<file path="src/rtl/instr_fetch_queue.sv">
// Instruction fetch queue: feeds word indices to a decompression stage and buffers
// the expanded instructions for the core. Optional macro FETCH_COUNT_EN adds a handshake counter.
module instr_fetch_queue #(
    parameter int unsigned DEPTH    = 4,
    parameter logic [31:0] RESET_PC = 32'h0000_0000
) (
    input  logic        clk,
    input  logic        rst,
    output logic [31:0] dec_pc,
    input  logic [31:0] dec_instr,
    output logic        core_valid,
    input  logic        core_ready,
    output logic [31:0] core_instr,
    output logic [31:0] core_pc,
    input  logic        redirect,
    input  logic [31:0] redirect_pc
`ifdef FETCH_COUNT_EN
    ,
    output logic [31:0] fetch_count
`endif
);

    localparam int unsigned PW = $clog2(DEPTH);
    localparam int unsigned CW = PW + 1;

    typedef enum logic [1:0] {
        IDLE  = 2'd0,
        RUN   = 2'd1,
        FLUSH = 2'd2
    } state_t;

    state_t          state_r;
    state_t          state_next_s;
    logic            run_s;
    logic [PW-1:0]   head_r;
    logic [PW-1:0]   tail_r;
    logic [CW-1:0]   count_r;
    logic [CW-1:0]   count_next_s;
    logic [31:0]     dec_pc_r;
    logic            full_s;
    logic            empty_s;
    logic            pop_s;
    logic            push_s;
    logic [31:0]     mem_pc_r    [DEPTH];
    logic [31:0]     mem_instr_r [DEPTH];

    assign full_s     = (count_r == CW'(DEPTH));
    assign empty_s    = (count_r == {CW{1'b0}});
    assign core_valid = ~empty_s;
    assign pop_s      = core_valid & core_ready;
    // A redirect cancels any push in the same cycle; a pop frees a slot even when full.
    assign push_s     = run_s & (~full_s | pop_s) & ~redirect;
    assign dec_pc     = dec_pc_r;
    assign core_pc    = core_valid ? mem_pc_r[head_r]    : 32'h0000_0000;
    assign core_instr = core_valid ? mem_instr_r[head_r] : 32'h0000_0000;

    // State register
    always_ff @(posedge clk or posedge rst) begin
        if (rst) begin
            state_r <= IDLE;
        end else begin
            state_r <= state_next_s;
        end
    end

    // Next-state logic
    always_comb begin
        state_next_s = state_r;
        case (state_r)
            IDLE:    state_next_s = RUN;
            RUN:     state_next_s = redirect ? FLUSH : RUN;
            FLUSH:   state_next_s = redirect ? FLUSH : RUN;
            default: state_next_s = IDLE;
        endcase
    end

    // State-decoded fetch enable; FLUSH gives the decompressor a bubble cycle
    always_comb begin
        run_s = 1'b0;
        case (state_r)
            IDLE:    run_s = 1'b0;
            RUN:     run_s = 1'b1;
            FLUSH:   run_s = 1'b0;
            default: run_s = 1'b0;
        endcase
    end

    // Occupancy update for the non-redirect case
    always_comb begin
        count_next_s = count_r;
        case ({push_s, pop_s})
            2'b10:   count_next_s = count_r + CW'(1'b1);
            2'b01:   count_next_s = count_r - CW'(1'b1);
            default: count_next_s = count_r;
        endcase
    end

    // Pointers, occupancy and fetch PC; redirect flushes and wins over push/pop
    always_ff @(posedge clk or posedge rst) begin
        if (rst) begin
            head_r   <= {PW{1'b0}};
            tail_r   <= {PW{1'b0}};
            count_r  <= {CW{1'b0}};
            dec_pc_r <= RESET_PC;
        end else if (redirect) begin
            head_r   <= {PW{1'b0}};
            tail_r   <= {PW{1'b0}};
            count_r  <= {CW{1'b0}};
            dec_pc_r <= redirect_pc;
        end else begin
            count_r <= count_next_s;
            if (push_s) begin
                tail_r   <= tail_r + PW'(1'b1);
                dec_pc_r <= dec_pc_r + 32'd1;
            end
            if (pop_s) begin
                head_r <= head_r + PW'(1'b1);
            end
        end
    end

    // Entry storage; contents are only observable through a valid head
    always_ff @(posedge clk) begin
        if (push_s) begin
            mem_pc_r[tail_r]    <= dec_pc_r;
            mem_instr_r[tail_r] <= dec_instr;
        end
    end

`ifdef FETCH_COUNT_EN
    logic [31:0] fetch_count_r;
    assign fetch_count = fetch_count_r;

    // Accepted-handshake counter; a head dropped by redirect is not counted
    always_ff @(posedge clk or posedge rst) begin
        if (rst) begin
            fetch_count_r <= 32'd0;
        end else if (pop_s & ~redirect) begin
            fetch_count_r <= fetch_count_r + 32'd1;
        end else begin
            fetch_count_r <= fetch_count_r;
        end
    end
`endif

endmodule

</file>
<file path="config.mk">
export PLATFORM = sky130hd
export DESIGN_NAME = instr_fetch_queue
export DESIGN_NICKNAME = d
export VERILOG_FILES = /design/src/rtl/instr_fetch_queue.sv
export SDC_FILE = /design/constraint.sdc
export NUM_CORES = 1
export LEC_CHECK = 0
export CAP_MARGIN = 20
export CELL_PAD_IN_SITES_DETAIL_PLACEMENT = 2
export CELL_PAD_IN_SITES_GLOBAL_PLACEMENT = 2
export CORE_UTILIZATION = 40
export CTS_CLUSTER_SIZE = 40
export DETAILED_ROUTE_END_ITERATION = 8
export GPL_TIMING_DRIVEN = 0
export PLACE_DENSITY = 0.86
export SYNTH_ARGS = -nofsm -noshare
export SYNTH_HDL_FRONTEND = slang
export SYNTH_SLANG_ARGS = --single-unit
</file>
<file path="constraint.sdc">
create_clock -name clk -period 4.2 [get_ports clk]
set_input_delay 0.63 -clock clk [delete_from_list [all_inputs] [get_ports clk]]
set_output_delay 0.63 -clock clk [all_outputs]
set_load 0.02 [all_outputs]
</file>
==> impl_metrics.py <==
metrics = {
    "synthesis": {
        "syn_nets": 774,
        "synth_warnings": 0,
        "synth_top_area_share_pct": 63.1,
        "synthTopCellsByArea": "edfxtp_1 (63%), mux4_2 (12%), dfrtp_1 (8.4%)",
        "synthArstFlopShare_pct": 13.8,
        "yosys.area.top_type": "edfxtp_1",
        "synth_cells": 697,
        "netlist_area_um2": 12200,
        "synthFlopType": "edfxtp_1",
        "ys_seq_elements": 297,
        "synth_edf_count": 256,
        "ys_seq_area_share_pct": 71.6,
        "postSynthAreaPerCell_um2": 17.5,
        "yosysUniqueCellTypes": 47,
    },
    "final_layout": {
        "stdcell_area_um2": 15500,
        "area_delta_synth_final_pct": 27.6,
        "drive_gt1_share_pct": 14.9,
        "diodes": 0,
        "layout.nets": 979,
        "final_cells": 1318,
    },
    "power_and_ir_drop": {
        "leakage_nw": 5.06,
        "peakVddDrop_mv": 0.376,
        "p_per_area_nw_per_um2": 626,
    },
    "critical_path": {
        "reg2reg_depth": 11,
        "crit_arrival_ps": 3290,
        "cp-endpoint": "core_pc[11]",
        "crit_start": "head_r[1]",
        "cp.required_ps": 3570,
        "cp-end-kind": "primary output",
        "reg2reg_slack_ps": 1100,
        "crit_type": "reg -> out",
        "start_kind": "flip-flop",
        "worst-path-max-fanout": 10,
        "rr_startpoint": "state_r[1]",
        "timing.rr.end": "count_r[2]",
    },
    "outcome": {
        "outcome": "finished, final reports clean",
    },
    "placed_design": {
        "dp_hpwl_mm": 23.1,
        "port_buffers": 163,
        "gp_congestion": 0.792,
        "placed_cells": 1255,
        "place_area_um2": 14400,
    },
    "route": {
        "wl_per_cell_um": 27.0,
        "routed_wl_mm": 35.6,
        "first_pass_iters": 5,
        "routed_via_density": 5.56,
        "vias": 7334,
        "drc_errors": 0,
        "postRouteAntennaNets": 0,
        "drtIter0Drc": 478,
    },
    "job": {
        "drv_cap": 0,
    },
    "hold_path": {
        "hold_path_class": "in -> async",
    },
    "floorplanning": {
        "die_w_um": 176,
        "io_pins": 165,
        "rows": 63,
        "initial_utilization_pct": 40.9,
        "dieArea_um2": 31100,
        "die_h_um": 176,
        "core_area_um2": 29800,
    },
    "global_route": {
        "grt-ovfl-total": 0,
        "grt_pass1_vias": 8363,
        "grt_antenna_before_repair": 1,
        "grt_usage_pct": 23.6,
        "grt_pass1_wl_mm": 54.2,
        "grt_max_degree": 49,
    },
    "sta": {
        "finalMaxSlewViolations": 0,
        "fin_crit_ps": 3920,
        "fin_crit_sh_pct": 93.3,
        "hold_viol": 0,
        "rsz0062_at_grt": "no",
        "worst_pin_slew_ps": 1010,
        "fmax_mhz": 255,
        "max_slew_margin_pct": 32.8,
        "fin_skew_ps": 14.8,
        "setup_violations": 0,
    },
    "clock_network": {
        "cts_tree": "done",
        "htree_num_levels": 2,
        "cts_hold_buf": 0,
        "clock_sinks": 297,
        "clk_path_buf_depth": 3,
        "post_cts_buffers": 0,
        "clk_pin_slew_ps": 60,
        "clk_latency_ps": 510,
        "numCtsBuffers": 34,
        "root_buffer": "clkbuf_16",
    },
}
power by group:
part	leakage, nW	switching (mW)	internal, mW	total (mW)
sequential	2.80	0.224	3.59	3.81
clock	0.545	1.19	1.75	2.94
combinational	1.72	1.60	1.38	2.98
total	5.06	3.02	6.71	9.73
cells in the mapped netlist, drive strengths merged, types with 2 or more instances:
library cell and n:
a21oi 5, a22oi 3, a31oi 15, and2 72, and3 2, and4 5, buf 12, clkbuf 27
dfrtp 41, edfxtp 256, ha 8, inv 9, mux4 64, nand2 28, nand2b 2, nand3 18
nand4 12, nor2 25, nor2b 3, nor3 3, nor4 4, o211ai 4, o21a 2, o21ai 11
o31ai 18, or3 5, or4 17, or4b 2, xnor2 6, xor2 6
registers in the layout, indices dropped and copies added (netlist names):
signal,count
count_r,3
dec_pc,32
head_r,2
mem_instr_r,128
mem_pc_r,128
state_r,2
tail_r,2
critical path, stage by stage (launching register included):
cell	delay, ps
dfrtp_1	350
clkbuf_1	630
buf_1	620
mux4_2	440
and2_1	190
clkdlybuf4s50_1	550
final cells by class:
class | instances | area (µm²)
Sequential cell | 297 | 8710
Inverter | 10 | 37.5
Multi-Input combinational cell | 351 | 3270
Buffer | 39 | 163
Tap cell | 390 | 488
Clock inverter | 16 | 128
Timing Repair Buffer | 169 | 1770
Clock buffer | 46 | 970
Fill cell | 2632 | 14300
kinds of logic (layout without fill, tap and decap cells):
logic type                 count (synthesis)  in the layout  synth area share [%]
adders and majority gates                  9              9                 0.986
muxes                                     65             65                  11.9
and+or+nand+nor                          200            200                  9.44
buffers and inverters                     49            280                  1.63
DFF                                      297            297                  71.6
AOI/OAI and AO/OA                         65             65                  3.60
xor gates and xnor gates                  12             12                 0.863
through the flow:
stage | utilization [%] | setup slack [ps] | TNS (ps) | total power [mW] | hold slack, ps
floorplan | - | 876 | 0 | 5.49 | 533
global placement | 48.0 | -1490 | -373590 | 6.69 | 545
detailed placement | 48.5 | 358 | 0 | 6.87 | 598
CTS | 52.1 | 38.3 | 0 | 9.86 | 339
global route | 52.2 | 126 | 0 | 10.1 | 358
finish | 52.2 | 283 | 0 | 9.73 | 347
cell usage in the layout (no fill, tap or decap), types with 4 or more instances in the layout:
cell type | synthesis | routed
buf_2 | 6 | 6
a21oi_1 | 5 | 5
clkbuf_16 | 0 | 37
a31oi_1 | 15 | 15
xor2_1 | 6 | 6
o21ai_0 | 11 | 11
nand3_1 | 17 | 17
ha_1 | 8 | 8
dfrtp_1 | 41 | 41
nand2_1 | 28 | 28
o31ai_1 | 18 | 18
clkinv_2 | 0 | 8
and2_4 | 0 | 4
and4_1 | 4 | 4
or4_1 | 17 | 17
edfxtp_1 | 256 | 256
nor4_1 | 4 | 4
buf_1 | 5 | 4
and2_1 | 72 | 68
clkbuf_1 | 27 | 35
clkinv_1 | 1 | 6
xnor2_1 | 6 | 6
o211ai_1 | 4 | 4
buf_16 | 0 | 4
mux4_2 | 64 | 64
inv_1 | 9 | 8
clkdlybuf4s50_1 | 0 | 163
or3_1 | 5 | 5
nand4_1 | 11 | 11
nor2_1 | 25 | 25
worst min-delay path by stage:
stage | cells past startpoint | startpoint | to
after global routing | 2 | rst | dec_pc[3]
after global placement | 2 | state_r[1] | state_r[0]
after detailed placement | 2 | tail_r[1] | tail_r[1]
final | 2 | rst | dec_pc[3]
after floorplan | 2 | state_r[1] | state_r[0]
after CTS | 2 | rst | dec_pc[3]
repair_timing:
item                       4_1_cts  5_1_grt
gates resized for setup          0        2
setup endpoints to repair        0       38
hold endpoints to repair         0        0
per-layer routing:
| metal | vias up | GRT usage [%] | routed length, µm |
|---|---|---|---|
| li1 | 3180 | - | - |
| met1 | 3891 | 30.0 | 14600 |
| met2 | 207 | 41.9 | 18600 |
| met3 | 54 | 4.22 | 1660 |
| met4 | 2 | 5.71 | 699 |
| met5 | - | 0 | 12 |
Note: power is estimated with default switching activity, not from simulation.
